### config.mk
export PLATFORM = sky130hd
export DESIGN_NAME = nec_ir_tx
export DESIGN_NICKNAME = d
export VERILOG_FILES = /design/src/rtl/nec_ir_tx_pkg.sv /design/src/rtl/nec_ir_tx_carrier.sv /design/src/rtl/nec_ir_tx.sv
export SDC_FILE = /design/constraint.sdc
export NUM_CORES = 1
export LEC_CHECK = 0
export BUFFER_PORTS_ARGS = -buffer_cell sky130_fd_sc_hd__buf_2
export CAP_MARGIN = 20
export CORE_MARGIN = 2
export CORE_UTILIZATION = 41
export DETAILED_ROUTE_END_ITERATION = 16
export SYNTH_ARGS = -nofsm -noshare
export SYNTH_HDL_FRONTEND = slang
export SYNTH_SLANG_ARGS = --single-unit
### constraint.sdc
create_clock -name clk -period 2.4 [get_ports clk]
set_input_delay 0.24 -clock clk [delete_from_list [all_inputs] [get_ports clk]]
set_output_delay 0.24 -clock clk [all_outputs]
set_load 0.05 [all_outputs]
### src/rtl/nec_ir_tx_pkg.sv
// Shared NEC IR definitions: state encodings, unit-count constants, mark decode.
// Optional macro NEC_IR_TX_REPEAT_EN adds the repeat-code states.
package nec_ir_tx_pkg;

    typedef enum logic [3:0] {
        S_IDLE,
        S_LEAD_MARK,
        S_LEAD_SPACE,
        S_BIT_MARK,
        S_BIT_SPACE,
        S_STOP_MARK,
        S_GAP
`ifdef NEC_IR_TX_REPEAT_EN
        , S_REP_MARK,
        S_REP_SPACE,
        S_REP_STOP
`endif
    } state_t;

    localparam int LEAD_MARK_U  = 16;
    localparam int LEAD_SPACE_U = 8;
    localparam int BIT0_SPACE_U = 1;
    localparam int BIT1_SPACE_U = 3;
    localparam int REP_MARK_U   = 16;
    localparam int REP_SPACE_U  = 4;
    localparam int ACTIVE_U     = 121;

    // A state drives the LED envelope high when it is one of the mark states.
    function automatic logic is_mark(input state_t s);
        case (s)
            S_LEAD_MARK, S_BIT_MARK, S_STOP_MARK: is_mark = 1'b1;
`ifdef NEC_IR_TX_REPEAT_EN
            S_REP_MARK, S_REP_STOP:               is_mark = 1'b1;
`endif
            default:                              is_mark = 1'b0;
        endcase
    endfunction

endpackage

### src/rtl/nec_ir_tx_carrier.sv
// Carrier generator: 50% square wave, phase-restarted high at each mark entry.
module ir_carrier_gen #(
    parameter int CARRIER_HALF = 658
) (
    input  logic clk,
    input  logic rst,
    input  logic restart,
    input  logic enable,
    output logic carrier
);
    localparam int CW = $clog2(CARRIER_HALF + 1);
    localparam logic [CW-1:0] HALF_LAST = CW'(CARRIER_HALF - 1);

    logic [CW-1:0] cnt;

    // Restart loads the high phase so the first mark cycle is lit; idle holds low.
    always_ff @(posedge clk) begin
        if (rst || (!restart && !enable)) begin
            cnt     <= '0;
            carrier <= 1'b0;
        end else if (restart) begin
            cnt     <= '0;
            carrier <= 1'b1;
        end else if (cnt == HALF_LAST) begin
            cnt     <= '0;
            carrier <= ~carrier;
        end else begin
            cnt <= cnt + 1'b1;
        end
    end
endmodule

### src/rtl/nec_ir_tx.sv
// NEC IR transmitter: frames addr/~addr/cmd/~cmd with leader and stop mark,
// pads each frame to FRAME_UNITS. Optional macro NEC_IR_TX_REPEAT_EN sends
// repeat codes while tx_repeat stays high.
module nec_ir_tx
    import nec_ir_tx_pkg::*;
#(
    parameter int UNIT_CYCLES  = 28125,
    parameter int CARRIER_HALF = 658,
    parameter int FRAME_UNITS  = 192
) (
    input  logic       clk,
    input  logic       rst,
    input  logic [7:0] tx_addr,
    input  logic [7:0] tx_cmd,
    input  logic       tx_start,
    input  logic       tx_repeat,
    output logic       tx_ready,
    output logic       frame_done,
    output logic       ir_env,
    output logic       ir_out
);
    localparam int TW = (UNIT_CYCLES > 1) ? $clog2(UNIT_CYCLES) : 1;
    localparam logic [TW-1:0] UNIT_LAST  = TW'(UNIT_CYCLES - 1);
    localparam logic [7:0]    FRAME_LAST = 8'(FRAME_UNITS - 1);

    state_t        state, nxt, after_gap;
    logic [TW-1:0] timer;
    logic [4:0]    ucnt;
    logic [7:0]    frame_cnt;
    logic [4:0]    bit_idx;
    logic [31:0]   shreg;
    logic          tick, frame_end, accept, period_start, restart, carrier;

    assign tick      = (timer == UNIT_LAST);
    assign frame_end = tick && (frame_cnt == FRAME_LAST);

`ifdef NEC_IR_TX_REPEAT_EN
    assign after_gap    = tx_repeat ? S_REP_MARK : S_IDLE;
    assign period_start = accept || (state != S_REP_MARK && nxt == S_REP_MARK);
`else
    logic unused_repeat;
    assign unused_repeat = tx_repeat;
    assign after_gap     = S_IDLE;
    assign period_start  = accept;
`endif

    // Next-state: every timed transition waits for the last tick of its unit count.
    always_comb begin
        nxt        = state;
        accept     = 1'b0;
        frame_done = 1'b0;
        case (state)
            S_IDLE:       if (tx_start) begin accept = 1'b1; nxt = S_LEAD_MARK; end
            S_LEAD_MARK:  if (tick && ucnt == 5'(LEAD_MARK_U - 1)) nxt = S_LEAD_SPACE;
            S_LEAD_SPACE: if (tick && ucnt == 5'(LEAD_SPACE_U - 1)) nxt = S_BIT_MARK;
            S_BIT_MARK:   if (tick) nxt = S_BIT_SPACE;
            S_BIT_SPACE:
                if (tick && ucnt == (shreg[0] ? 5'(BIT1_SPACE_U - 1) : 5'(BIT0_SPACE_U - 1)))
                    nxt = (bit_idx == 5'd31) ? S_STOP_MARK : S_BIT_MARK;
            S_STOP_MARK:
                if (tick) begin
                    frame_done = 1'b1;
                    nxt        = frame_end ? after_gap : S_GAP;
                end
            S_GAP:        if (frame_end) nxt = after_gap;
`ifdef NEC_IR_TX_REPEAT_EN
            S_REP_MARK:   if (tick && ucnt == 5'(REP_MARK_U - 1)) nxt = S_REP_SPACE;
            S_REP_SPACE:  if (tick && ucnt == 5'(REP_SPACE_U - 1)) nxt = S_REP_STOP;
            S_REP_STOP:
                if (tick) begin
                    frame_done = 1'b1;
                    nxt        = frame_end ? after_gap : S_GAP;
                end
`endif
            default:      nxt = S_IDLE;
        endcase
    end

    // State, unit timer, per-state unit count, frame-period count and payload shifter.
    always_ff @(posedge clk) begin
        if (rst) begin
            state     <= S_IDLE;
            timer     <= '0;
            ucnt      <= '0;
            frame_cnt <= '0;
            bit_idx   <= '0;
            shreg     <= '0;
        end else begin
            state <= nxt;

            if (state == S_IDLE || tick) timer <= '0;
            else                         timer <= timer + 1'b1;

            if (nxt != state) ucnt <= '0;
            else if (tick)    ucnt <= ucnt + 1'b1;

            if (period_start)                   frame_cnt <= '0;
            else if (tick && state != S_IDLE)   frame_cnt <= frame_cnt + 1'b1;

            if (accept) begin
                shreg   <= {~tx_cmd, tx_cmd, ~tx_addr, tx_addr};
                bit_idx <= '0;
            end else if (state == S_BIT_SPACE && nxt != S_BIT_SPACE) begin
                shreg   <= shreg >> 1;
                bit_idx <= bit_idx + 1'b1;
            end
        end
    end

    assign restart  = is_mark(nxt) && (nxt != state);
    assign ir_env   = is_mark(state);
    assign tx_ready = (state == S_IDLE);
    assign ir_out   = ir_env & carrier;

    ir_carrier_gen #(.CARRIER_HALF(CARRIER_HALF)) u_carrier (
        .clk     (clk),
        .rst     (rst),
        .restart (restart),
        .enable  (ir_env),
        .carrier (carrier)
    );
endmodule

After elaboration in Yosys (flattened, before gate mapping)

Index checks and enable logic that the tools add are counted.

Add/sub/neg operators: 5
Equality and inequality tests: 18
Multiplexer cells: 21
Bitwise logic cells: 4
Reductions and logical operators: 22

Operators by type and width:

| kind                    | count |
|---|---|
| $mux W32                | 2 |
| $mux W4                 | 7 |
| $pmux W4 S7             | 1 |
| $eq A4 B3 Y1 const B    | 4 |
| $not A8 Y8              | 2 |
| $add A15 B1 Y15 const B | 1 |
| $eq A15 B15 Y1 const B  | 1 |
| $eq A4 B2 Y1 const B    | 3 |
| $add A10 B1 Y10 const B | 1 |
| $add A5 B1 Y5 const B   | 2 |
| $eq A10 B10 Y1 const B  | 1 |
| $reduce_or A3 Y1        | 3 |
| $add A8 B1 Y8 const B   | 1 |
| $eq A4 B1 Y1 const B    | 2 |
| $eq A8 B8 Y1 const B    | 1 |
| $logic_and A1 B1 Y1     | 8 |
| $mux W1                 | 8 |
| $mux W3                 | 2 |
| $reduce_or A2 Y1        | 3 |
| $eq A5 B2 Y1            | 1 |
| $eq A5 B3 Y1 const B    | 1 |
| $eq A5 B4 Y1 const B    | 1 |
| $eq A5 B5 Y1 const B    | 1 |
| $logic_not A4 Y1        | 1 |
| 9 further kinds         | 12 |

Bits in registers: 80
Output and inout bits: 4

Logic depth before layout (Yosys ltp)

Gate-level depths: netlist (run 1).

Depth after elaboration: 13
Gate-level depth with buffers: 8
Gate-level depth less buffers: 7

Modules after synthesis

A second synthesis (run 1) with hierarchy kept.

Cell total of the unflattened synthesis: 440
Area, all modules: 4115.2 µm²

Modules (own cells, without submodules):

| module         | times used | cells an instance | area each (µm²) | seq. area each (µm²) |
|---|---|---|---|---|
| nec_ir_tx      | 1          | 382               | 3587.2          | 1381.3 |
| ir_carrier_gen | 1          | 58                | 528.0           | 220.2 |

Worst setup path before layout (run 1)

Ideal clock, no wire load.

Kind: reg2out
Start point: register timer[0]
End point: output frame_done
Arrival: 2.925 ns
Required time: 2.160 ns
Slack: -0.765 ns
Cell stages (with the launch flop): 7
Path buffers: 1
Path through: dfxtp_1 > inv_1 > ha_1 > nand4b_1 > or4_1 > clkbuf_1 > nor4_1

Word-level cells in the longest chain between the ends: 3

RTL lines:

| element                | line            | source |
|---|---|---|
| start, declared        | nec_ir_tx.sv:27 | `logic [TW-1:0] timer;` |
| start signal, assigned | nec_ir_tx.sv:92 | `else timer <= timer + 1'b1;` |
| $eq A15 B15 Y1         | nec_ir_tx.sv:34 | `assign tick = (timer == UNIT_LAST);` |
| $mux W1                | nec_ir_tx.sv:61 | `if (tick) begin` |
| $mux W1                | nec_ir_tx.sv:52 | `case (state)` |
| end, declared          | nec_ir_tx.sv:18 | `output logic frame_done,` |

No other way between the ends.

Worst setup path in the final report (run 1)

Ends and elaborated chain as after synthesis.

==> impl_results.md, run 1 <==
* Post-route insts no fill at 566
* Initial DRC Count at 88
* Layout cells sized above 1 at 14.9%
* GRT overflow at 0
* Post-synth cell types at 42
* Die width at 100 µm
* Routed WL per cell at 13.3 µm
* Flop pwr share at 55.7%
* Fraction of registers with async set/reset at 0%
* PortBufs at 22
* Aggregate global-route resource usage at 15.8%
* Primary FF master, synth: dfxtp_1
* Endpoint, Worst Hold: shreg[22]$_SDFFE_PP0P_
* Cell Rows at 35
* Post-Place Cells at 549
* Vias per cell at 5.38
* Clock Sinks at 80
* Critical path launch point type: register
* CTS tree: built
* Cell area after synthesis at 3810 µm²
* Top cells by area, synth: dfxtp_1, mux2i_1, a211oi_1
* CTS Buf Count at 9
* Worst reg2reg path endpoint: ucnt[0]$_SDFFE_PP0P_
* Crit Path Category: register to primary output
* Setup Skew at 11.0 ps
* Power density over the cells at 577 nW/µm²
* Hold Path Class: input port to register
* Area grow syn2layout at 13.7%
* Post-DP HPWL at 5200 µm
* R2R depth at 7
* Largest net degree at the start of global routing at 49
* Status: finished clean
* Die Height at 100 µm
* H-tree depth at 3
* Core area at 9110 µm²
* Die area at 10,100 µm²
* Mean Syn Cell Area at 9.03 µm²
* First drt pass iteration count at 4
* Logic pwr share at 6.5%
* Initial Util at 41.8%
* Reg clk slew, reported paths at 80 ps
* Worst VDD drop at 0.000325 V
* Final setup viols at 0
* Sw Pwr at 0.598 mW
* Crit end category: primary output
* DR DRC count at 0
* Leak pwr at 1.86 nW
* Initial antenna violation count at 0
* ANT cells at 0
* Fmax at 435 MHz
* Synth area leader: dfxtp_1
* Total Wirelength at 7510 µm
* CTS Root Cell: clkbuf_8
* Number of global-route vias before repair at 2,821
* Switching share of power at 23.9%
* Top-area cell type share of the netlist area at 42.0%
* Clk pwr share at 37.8%
* Number of flops mapped to enable cells by yosys at 0
* Total of max-cap violations at 0
* R2R Setup Slk at 150 ps
* Later-pin clock latency in the skew report at 350 ps
* Arr. time, crit path at 2060 ps
* WHS Path Cells at 3
* Hold path start: tx_cmd[6]
* Filler cells at 891
* CP max FO at 6
* Routed Antenna Nets at 0
* Fin util at 47.6%
* Longest Clk Path Bufs at 2
* Final Wtd Congestion at 0.857
* RR Startpoint: state[3]$_SDFF_PP0_
* I/O pin count at 24
* Final period util at 95.9%
* Synth Register Bits at 80
* Post-CTS Hold Buffers at 0
* Seq. cell area at 1600 µm²
* Slew Viols, Final at 0
* Int Pwr at 1.90 mW
* Vias at 3,045
* Hold Vio Cnt, Final at 0
* Required time of the critical path at 2160 ps
* Net count, final at 479
* Tmin final at 2300 ps
* Syn nets at 451
* Sequential area share after synthesis at 42.0%
* Yosys warning count at 0
* First-pass GRT wire length at 12,800 µm
* Area of the multi-input gates at 2100 µm²
* Cells after Synth at 422
==> worst max-delay path: stages (launching register included) <==
cell and delay (ps):
dfxtp_1 350, inv_1 70, ha_2 190, nand4b_1 100, or4_4 610, nor4_2 160, buf_4 230
==> cells in the mapped netlist (2+ instances only) <==
| cell type | instances |
|---|---|
| and3_1 | 25 |
| buf_2 | 5 |
| inv_1 | 9 |
| nand3_1 | 12 |
| or4_1 | 5 |
| nand4b_1 | 2 |
| a21oi_1 | 9 |
| or3b_2 | 3 |
| nor4_1 | 3 |
| o21ai_0 | 5 |
| dfxtp_1 | 80 |
| nand4_1 | 6 |
| or3_1 | 2 |
| xor2_1 | 18 |
| nor4b_1 | 2 |
| o21ai_1 | 2 |
| and2_1 | 5 |
| a211oi_1 | 39 |
| nor3_1 | 10 |
| a31oi_1 | 3 |
| or2_2 | 2 |
| nor4_4 | 2 |
| ha_1 | 9 |
| nand2_1 | 17 |
| xnor2_1 | 14 |
| clkbuf_1 | 17 |
| mux2i_1 | 33 |
| nand2b_1 | 3 |
| nor2_1 | 67 |
==> state kept, by name, summed over array words and instances (netlist names) <==
register / flops
ucnt: 5
frame_cnt: 8
u_carrier.carrier: 1
timer: 15
u_carrier.cnt: 10
shreg: 32
state: 4
bit_idx: 5
==> through the flow <==
stage / cell area [µm²] / power [mW] / worst slack, ps / hold slack (ps) / setup TNS, ps
2_1_floorplan: 3820 / 1.53 / -194 / 423 / -194
3_3_place_gp: 4110 / 1.58 / 177 / 462 / 0
3_5_place_dp: 4110 / 1.58 / 205 / 470 / 0
4_1_cts: 4310 / 2.54 / 7.61 / 162 / 0
5_1_grt: 4330 / 2.62 / -10.1 / 159 / -10.1
6_report: 4330 / 2.50 / 98.8 / 180 / 0
==> cell families after synthesis <==
| family | Yosys count | share of synthesized area (%) |
|---|---|---|
| adders and majority gates | 9 | 2.96 |
| xor gates and xnor gates | 32 | 7.36 |
| buffers and inverters | 31 | 3.22 |
| and+or+nand+nor | 173 | 24.4 |
| AOI/OAI and AO/OA | 63 | 11.3 |
| DFF | 80 | 42.0 |
| other | 1 | 0.0984 |
| muxes | 33 | 8.67 |
==> how the worst max path moves through the flow <==
stage	to	start	cells after the start
after floorplan	frame_done	timer[0]$_SDFF_PP0_	6
after global placement	frame_done	timer[0]$_SDFF_PP0_	6
after detailed placement	ucnt[0]$_SDFFE_PP0P_	state[3]$_SDFF_PP0_	7
after CTS	tx_ready	state[3]$_SDFF_PP0_	5
after global routing	frame_done	timer[0]$_SDFF_PP0_	6
final	frame_done	timer[0]$_SDFF_PP0_	6
==> power groups by stage <==
stage                     registers, mW  logic, mW  clock network [mW]
after CTS                          1.39      0.160               0.987
after detailed placement           1.42      0.159                   0
after floorplan                    1.42      0.110                   0
after global placement             1.42      0.156                   0
after global routing               1.40      0.181                1.04
final                              1.39      0.162               0.945
==> cell usage in the layout, fill, tap and decap left out, drive strengths merged, types with 5 or more instances in the layout <==
cell | netlist | final
dfxtp | 80 | 80
nor2 | 67 | 67
a211oi | 39 | 39
buf | 5 | 39
mux2i | 33 | 33
and3 | 25 | 25
xor2 | 18 | 18
nand2 | 18 | 18
xnor2 | 14 | 14
clkbuf | 17 | 13
nand3 | 12 | 12
nor3 | 10 | 10
inv | 9 | 10
a21oi | 9 | 9
ha | 9 | 9
o21ai | 7 | 7
nand4 | 6 | 6
and2 | 5 | 5
or4 | 5 | 5
nor4 | 5 | 5
==> final cells by class <==
class                      count  share of cell area, %
clock inverter                 3                  0.549
tap                          111                   3.21
inverter                       9                  0.780
sequential                    80                   37.0
clock buffer                  13                   3.90
timing repair buffer          39                   6.06
multi-input combinational    311                   48.5
==> per-layer routing <==
layer  vias up  global-route usage (%)  wire (µm)
li1       1569                       -          -
met1      1438                    20.9       3740
met2        31                    25.0       3450
met3         7                    4.60        240
met4         0                    4.95         76
met5         -                       0          0
==> repair_timing <==
| item | 4_1_cts | 5_1_grt |
|---|---|---|
| buffers inserted | 0 | 1 |
| setup endpoints to repair | 1 | 2 |
| resized for setup | 2 | 5 |
| pin swaps | 1 | 2 |
| gates cloned | 0 | 0 |
(Power assumes the default switching activity.)
==> run 2, diff against run 1 <==
--- a/config.mk
+++ b/config.mk
@@ -8,5 +8,4 @@
 export BUFFER_PORTS_ARGS = -buffer_cell sky130_fd_sc_hd__buf_2
 export CAP_MARGIN = 20
-export CORE_MARGIN = 2
 export CORE_UTILIZATION = 41
 export DETAILED_ROUTE_END_ITERATION = 16
==> constraint.sdc (replaced) <==
create_clock -name clk -period 2.4 [get_ports clk]
set_input_delay 0.48 -clock clk [delete_from_list [all_inputs] [get_ports clk]]
set_output_delay 0.48 -clock clk [all_outputs]
set_load 0.05 [all_outputs]
==> run 2 against run 1 <==
Effect of this change: the run now ends with setup timing left; sequential cell count stayed put; final area shrank 0.23%; critical path depth unchanged; sequential share of layout area is 0.11 points higher; hold slack better by 250 ps; combinational power is essentially flat; final cell count down 1.1%; clock power up 8%; largest cell class unchanged; largest power group unchanged.
==> impl_results.md, run 2 (synthesized netlist as in run 1, its figures left out) <==
* CTS Root Cell: clkbuf_8 (unchanged)
* First-pass GRT wire length at 13,300 µm (was 12,800 µm)
* Post-DP HPWL at 5270 µm (was 5200 µm)
* Fin Setup TNS at -55.9 ps (was 0 ps)
* Arr. time, crit path at 1980 ps (was 2060 ps)
* Longest Clk Path Bufs at 2 (unchanged)
* Post-Place Cells at 544 (was 549)
* Fmax at 407 MHz (was 435 MHz)
* CP max FO at 4 (was 6)
* Final Wtd Congestion at 0.792 (was 0.857)
* Area grow syn2layout at 13.5% (was 13.7%)
* ANT cells at 0 (unchanged)
* Required time of the critical path at 1920 ps (was 2160 ps)
* H-tree depth at 3 (unchanged)
* Die Height at 98.4 µm (was 100 µm)
* Die width at 98.4 µm (was 100 µm)
* Number of global-route vias before repair at 2,899 (was 2,821)
* Crit Path Category: register to primary output (unchanged)
* Initial Util at 43.1% (was 41.8%)
* Net count, final at 476 (was 479)
* Vias per cell at 5.40 (was 5.38)
* Commonest non-fill, non-tap cell in the layout: dfxtp_1 (unchanged)
* Slew of the pin with the lowest slew margin at 513 ps
* Total of max-cap violations at 0 (unchanged)
* Die area at 9680 µm² (was 10,100 µm²)
* R2R depth at 7 (unchanged)
* Initial DRC Count at 68 (was 88)
* Critical path launch point type: register (unchanged)
* Post-CTS Hold Buffers at 0 (unchanged)
* Failing checks: setup timing
* GRT overflow at 0 (unchanged)
* Post-route insts no fill at 560 (was 566)
* WHS at 428 ps (was 180 ps)
* Hold Path Class: input port to register (unchanged)
* CTS Buf Count at 9 (unchanged)
* Crit end category: primary output (unchanged)
* Power after layout at 2.57 mW (was 2.50 mW)
* Vias at 3,023 (was 3,045)
* Commonest cells after routing, fill and taps aside: dfxtp_1, nor2_1, a211oi_1, mux2i_1, and3_1 (unchanged)
* Hold Vio Cnt, Final at 0 (unchanged)
* WHS Path Cells at 3 (unchanged)
* CTS tree: built (unchanged)
* Fin util at 48.9% (was 47.6%)
* Slew Viols, Final at 0 (unchanged)
* Leak pwr at 1.85 nW (was 1.86 nW)
* Setup Skew at 15.1 ps (was 11.0 ps)
* Reg clk slew, reported paths at 90 ps (was 80 ps)
* Worst VDD drop at 0.000314 V (was 0.000325 V)
* Clock Sinks at 80 (unchanged)
* DR DRC count at 0 (unchanged)
* Place WS at 151 ps (was 205 ps)
* Cell Rows at 34 (was 35)
* Final setup viols at 1 (was 0)
* PortBufs at 22 (unchanged)
* Relative slew slack at 65.8%
* I/O pin count at 24 (unchanged)
* Power density over the cells at 594 nW/µm² (was 577 nW/µm²)
* Largest net degree at the start of global routing at 49 (unchanged)
* Setup ws final at -55.9 ps (was 98.8 ps)
* Core area at 8850 µm² (was 9110 µm²)
* First drt pass iteration count at 4 (unchanged)
* Tmin final at 2460 ps (was 2300 ps)
* Routed Antenna Nets at 0 (unchanged)
* Placed cell area at 4110 µm² (about the same)
* Status: finished, violations left (was finished clean)
* Aggregate global-route resource usage at 16.9% (was 15.8%)
* Design area at 4320 µm² (was 4330 µm²)
* Layout cells sized above 1 at 14.4% (was 14.9%)
* RSZ-0062 raised after global routing: yes
* Later-pin clock latency in the skew report at 340 ps (was 350 ps)
* Initial antenna violation count at 0 (unchanged)
* Largest regs: shreg: 32 flops, timer: 15 flops, u_carrier.cnt: 10 flops (unchanged)
* Routed WL per cell at 13.7 µm (was 13.3 µm)
* Final period util at 102% (was 95.9%)
* Largest reg by FF count: shreg (unchanged)
* Total Wirelength at 7650 µm (was 7510 µm)
* Max reg flops at 32 (unchanged)
[run 2: cell count changes in the layout (fill, tap and decap cells not counted), sizes merged]
cell,delta
buf,-3
clkbuf,-2
clkinv,+2
bufinv,+1
clkinvlp,-1
[run 2: worst max-delay path, cell delays in order (launching register included)]
cell and delay [ps]:
dfxtp_2 340, inv_1 50, ha_1 160, nand4b_1 100
or4_4 550, nor4_2 210, buf_4 230
[run 2: layout make-up]
class	instances	area, µm²
Fill cell	861	4530
Multi-Input combinational cell	311	2100
Sequential cell	80	1600
Timing Repair Buffer	36	245
Clock buffer	11	141
Tap cell	108	135
Clock inverter	5	63.8
Inverter	9	33.8
[run 2: what timing repair did]
action / CTS / global route
setup buffers: 0 / 0
pin swaps: 1 / 0
setup endpoints to repair: 1 / 2
resized for setup: 3 / 2
cloned: 0 / 0
[run 2: routing by layer]
layer	vias up	global-route usage (%)	share of wire, %	wire [µm]
met3	2	2.72	2.3	178
met1	1436	21.5	49	3770
li1	1555	-	-	-
met4	0	7.35	0.81	62
met5	-	0	0	0
met2	30	28.3	48	3640
[run 2: path summary, 6_finish.rpt]
path,end,start,slack [ps]
worst max-delay path,frame_done,timer[1]$_SDFF_PP0_,-60
worst min-delay path,shreg[22]$_SDFFE_PP0P_,tx_cmd[6],430
worst max register to register,ucnt[3]$_SDFFE_PP0P_,state[2]$_SDFF_PP0_,150
worst min register to register,u_carrier.cnt[0]$_SDFF_PP0_,u_carrier.cnt[0]$_SDFF_PP0_,500
[run 2: power by group]
group          internal, mW  switching [mW]  total (mW)
Combinational        0.0675          0.0959       0.163
Clock                 0.517           0.498        1.02
Sequential             1.37          0.0227        1.39
==> run 3, diff against run 2 <==
- SKIP_CTS_REPAIR_TIMING: not set -> 1
==> run 3 against run 2 <==
Effect of this change: the run still ends with setup timing left; first-iteration DRC count unchanged; setup slack stayed put; routed wire length unchanged; via count did not move; clock skew unchanged; utilization unchanged; sequential share of layout area is the same; clock-buffer cell count is the same; critical endpoint unchanged; largest power group unchanged.
==> impl_results.md, run 3 (synthesized netlist as in run 1, its figures left out) <==
* Clk pwr share at 39.5% (about the same)
* Crit Path Category: register to primary output (unchanged)
* R2R depth at 7 (unchanged)
* Leak pwr at 1.85 nW (unchanged)
* Commonest cells after routing, fill and taps aside: dfxtp_1, nor2_1, a211oi_1, mux2i_1, and3_1 (unchanged)
* Fmax at 407 MHz (unchanged)
* Vias per cell at 5.40 (unchanged)
* H-tree depth at 3 (unchanged)
* Critical path launch point type: register (unchanged)
* Vias at 3,023 (unchanged)
* CP max FO at 4 (unchanged)
* Cell Rows at 34 (unchanged)
* Setup Skew at 15.1 ps (unchanged)
* Clock Sinks at 80 (unchanged)
* CTS tree: built (unchanged)
* Sw Pwr at 0.617 mW (unchanged)
* RR Startpoint: state[2]$_SDFF_PP0_ (unchanged)
* Layout cells sized above 1 at 14.4% (unchanged)
* Hold Path Class: input port to register (unchanged)
* Net count, final at 476 (unchanged)
* Die Height at 98.4 µm (unchanged)
* Int Pwr at 1.95 mW (unchanged)
* Slew of the pin with the lowest slew margin at 513 ps (unchanged)
* I/O pin count at 24 (unchanged)
* DR DRC count at 0 (unchanged)
* Relative slew slack at 65.8% (unchanged)
* Largest reg by FF count: shreg (unchanged)
* Max reg flops at 32 (unchanged)
* Post-route insts no fill at 560 (unchanged)
* Initial DRC Count at 68 (unchanged)
* Final setup viols at 1 (unchanged)
* Hold Vio Cnt, Final at 0 (unchanged)
* Final Wtd Congestion at 0.792 (unchanged)
* First-pass GRT wire length at 13,300 µm (about the same)
* GRT overflow at 0 (unchanged)
* Longest Clk Path Bufs at 2 (unchanged)
* Initial Util at 43.1% (unchanged)
* Largest net degree at the start of global routing at 49 (unchanged)
* Commonest non-fill, non-tap cell in the layout: dfxtp_1 (unchanged)
* ANT cells at 0 (unchanged)
* Worst VDD drop at 0.000314 V (unchanged)
* Worst Setup SP: timer[1]$_SDFF_PP0_ (unchanged)
* Aggregate global-route resource usage at 16.9% (about the same)
* Initial antenna violation count at 0 (unchanged)
* Tmin final at 2460 ps (unchanged)
* Area grow syn2layout at 13.5% (unchanged)
* Crit end category: primary output (unchanged)
* Setup ws final at -55.9 ps (unchanged)
* Routed Antenna Nets at 0 (unchanged)
* Failing checks: setup timing (unchanged)
* CTS Buf Count at 9 (unchanged)
* Hold path start: tx_cmd[6] (unchanged)
* Power density over the cells at 594 nW/µm² (unchanged)
* RSZ-0062 raised after global routing: yes (unchanged)
* Flop pwr share at 54.1% (about the same)
* WHS at 428 ps (unchanged)
* Largest regs: shreg: 32 flops, timer: 15 flops, u_carrier.cnt: 10 flops (unchanged)
* PortBufs at 22 (unchanged)
* Post-Place Cells at 544 (unchanged)
* Die width at 98.4 µm (unchanged)
* Switching share of power at 24.0% (unchanged)
* Total Wirelength at 7650 µm (unchanged)
* Core area at 8850 µm² (unchanged)
* CTS Root Cell: clkbuf_8 (unchanged)
* Final period util at 102% (unchanged)
* Status: finished, violations left (unchanged)
* Number of global-route vias before repair at 2,899 (unchanged)
* Reg clk slew, reported paths at 90 ps (about the same)
* First drt pass iteration count at 4 (unchanged)
* WHS Path Cells at 3 (unchanged)
* Post-DP HPWL at 5270 µm (unchanged)
* Later-pin clock latency in the skew report at 340 ps (about the same)
* Logic pwr share at 6.4% (about the same)
* Routed WL per cell at 13.7 µm (unchanged)
* Required time of the critical path at 1920 ps (about the same)
* Total of max-cap violations at 0 (unchanged)
* Die area at 9680 µm² (unchanged)
* Place WS at 151 ps (unchanged)
* R2R Setup Slk at 150 ps (about the same)
* Fin Setup TNS at -55.9 ps (unchanged)
* Arr. time, crit path at 1980 ps (about the same)
* Slew Viols, Final at 0 (unchanged)
==> run 3: cell counts in the layout (fill, tap and decap cells not counted) <==
No cell type changed its count.
==> run 3: layout make-up <==
type,count,area [µm²]
Fill cell,861,4530
Sequential cell,80,1600
Tap cell,108,135
Clock buffer,11,141
Inverter,9,33.8
Timing Repair Buffer,36,245
Clock inverter,5,63.8
Multi-Input combinational cell,311,2100
==> run 3: worst paths after layout <==
kind                                                    end
worst max register to register         ucnt[3]$_SDFFE_PP0P_
worst min register to register  u_carrier.cnt[0]$_SDFF_PP0_
worst max-delay path                             frame_done
worst min-delay path                 shreg[22]$_SDFFE_PP0P_
==> run 3: metrics by stage <==
step | total power [mW] | util [%] | cell area, µm²
2_1_floorplan | 1.53 | - | 3820
3_3_place_gp | 1.58 | 46.4 | 4110
3_5_place_dp | 1.59 | 46.4 | 4110
4_1_cts | 2.61 | 48.7 | 4310
5_1_grt | 2.69 | 48.9 | 4320
6_report | 2.57 | 48.9 | 4320
==> run 3: worst max-delay path, stage by stage, from the launching register on <==
cell	delay (ps)
dfxtp_2	340
inv_1	50
ha_1	160
nand4b_1	100
or4_4	550
nor4_2	210
buf_4	230
==> run 3: layer usage <==
layer / GRT usage, % / part of all wire [%] / vias to the layer above / routed length (µm)
li1: - / - / 1555 / -
met1: 21.5 / 49 / 1436 / 3770
met2: 28.3 / 48 / 30 / 3640
met3: 2.72 / 2.3 / 2 / 178
met4: 7.35 / 0.81 / 0 / 62
met5: 0 / 0 / - / 0
==> run 3: power groups by stage <==
stage / clock, mW / combinational (mW) / sequential (mW)
after detailed placement: 0 / 0.164 / 1.42
after floorplan: 0 / 0.110 / 1.42
final: 1.02 / 0.163 / 1.39
after CTS: 1.06 / 0.165 / 1.39
after global routing: 1.11 / 0.183 / 1.40
after global placement: 0 / 0.159 / 1.42
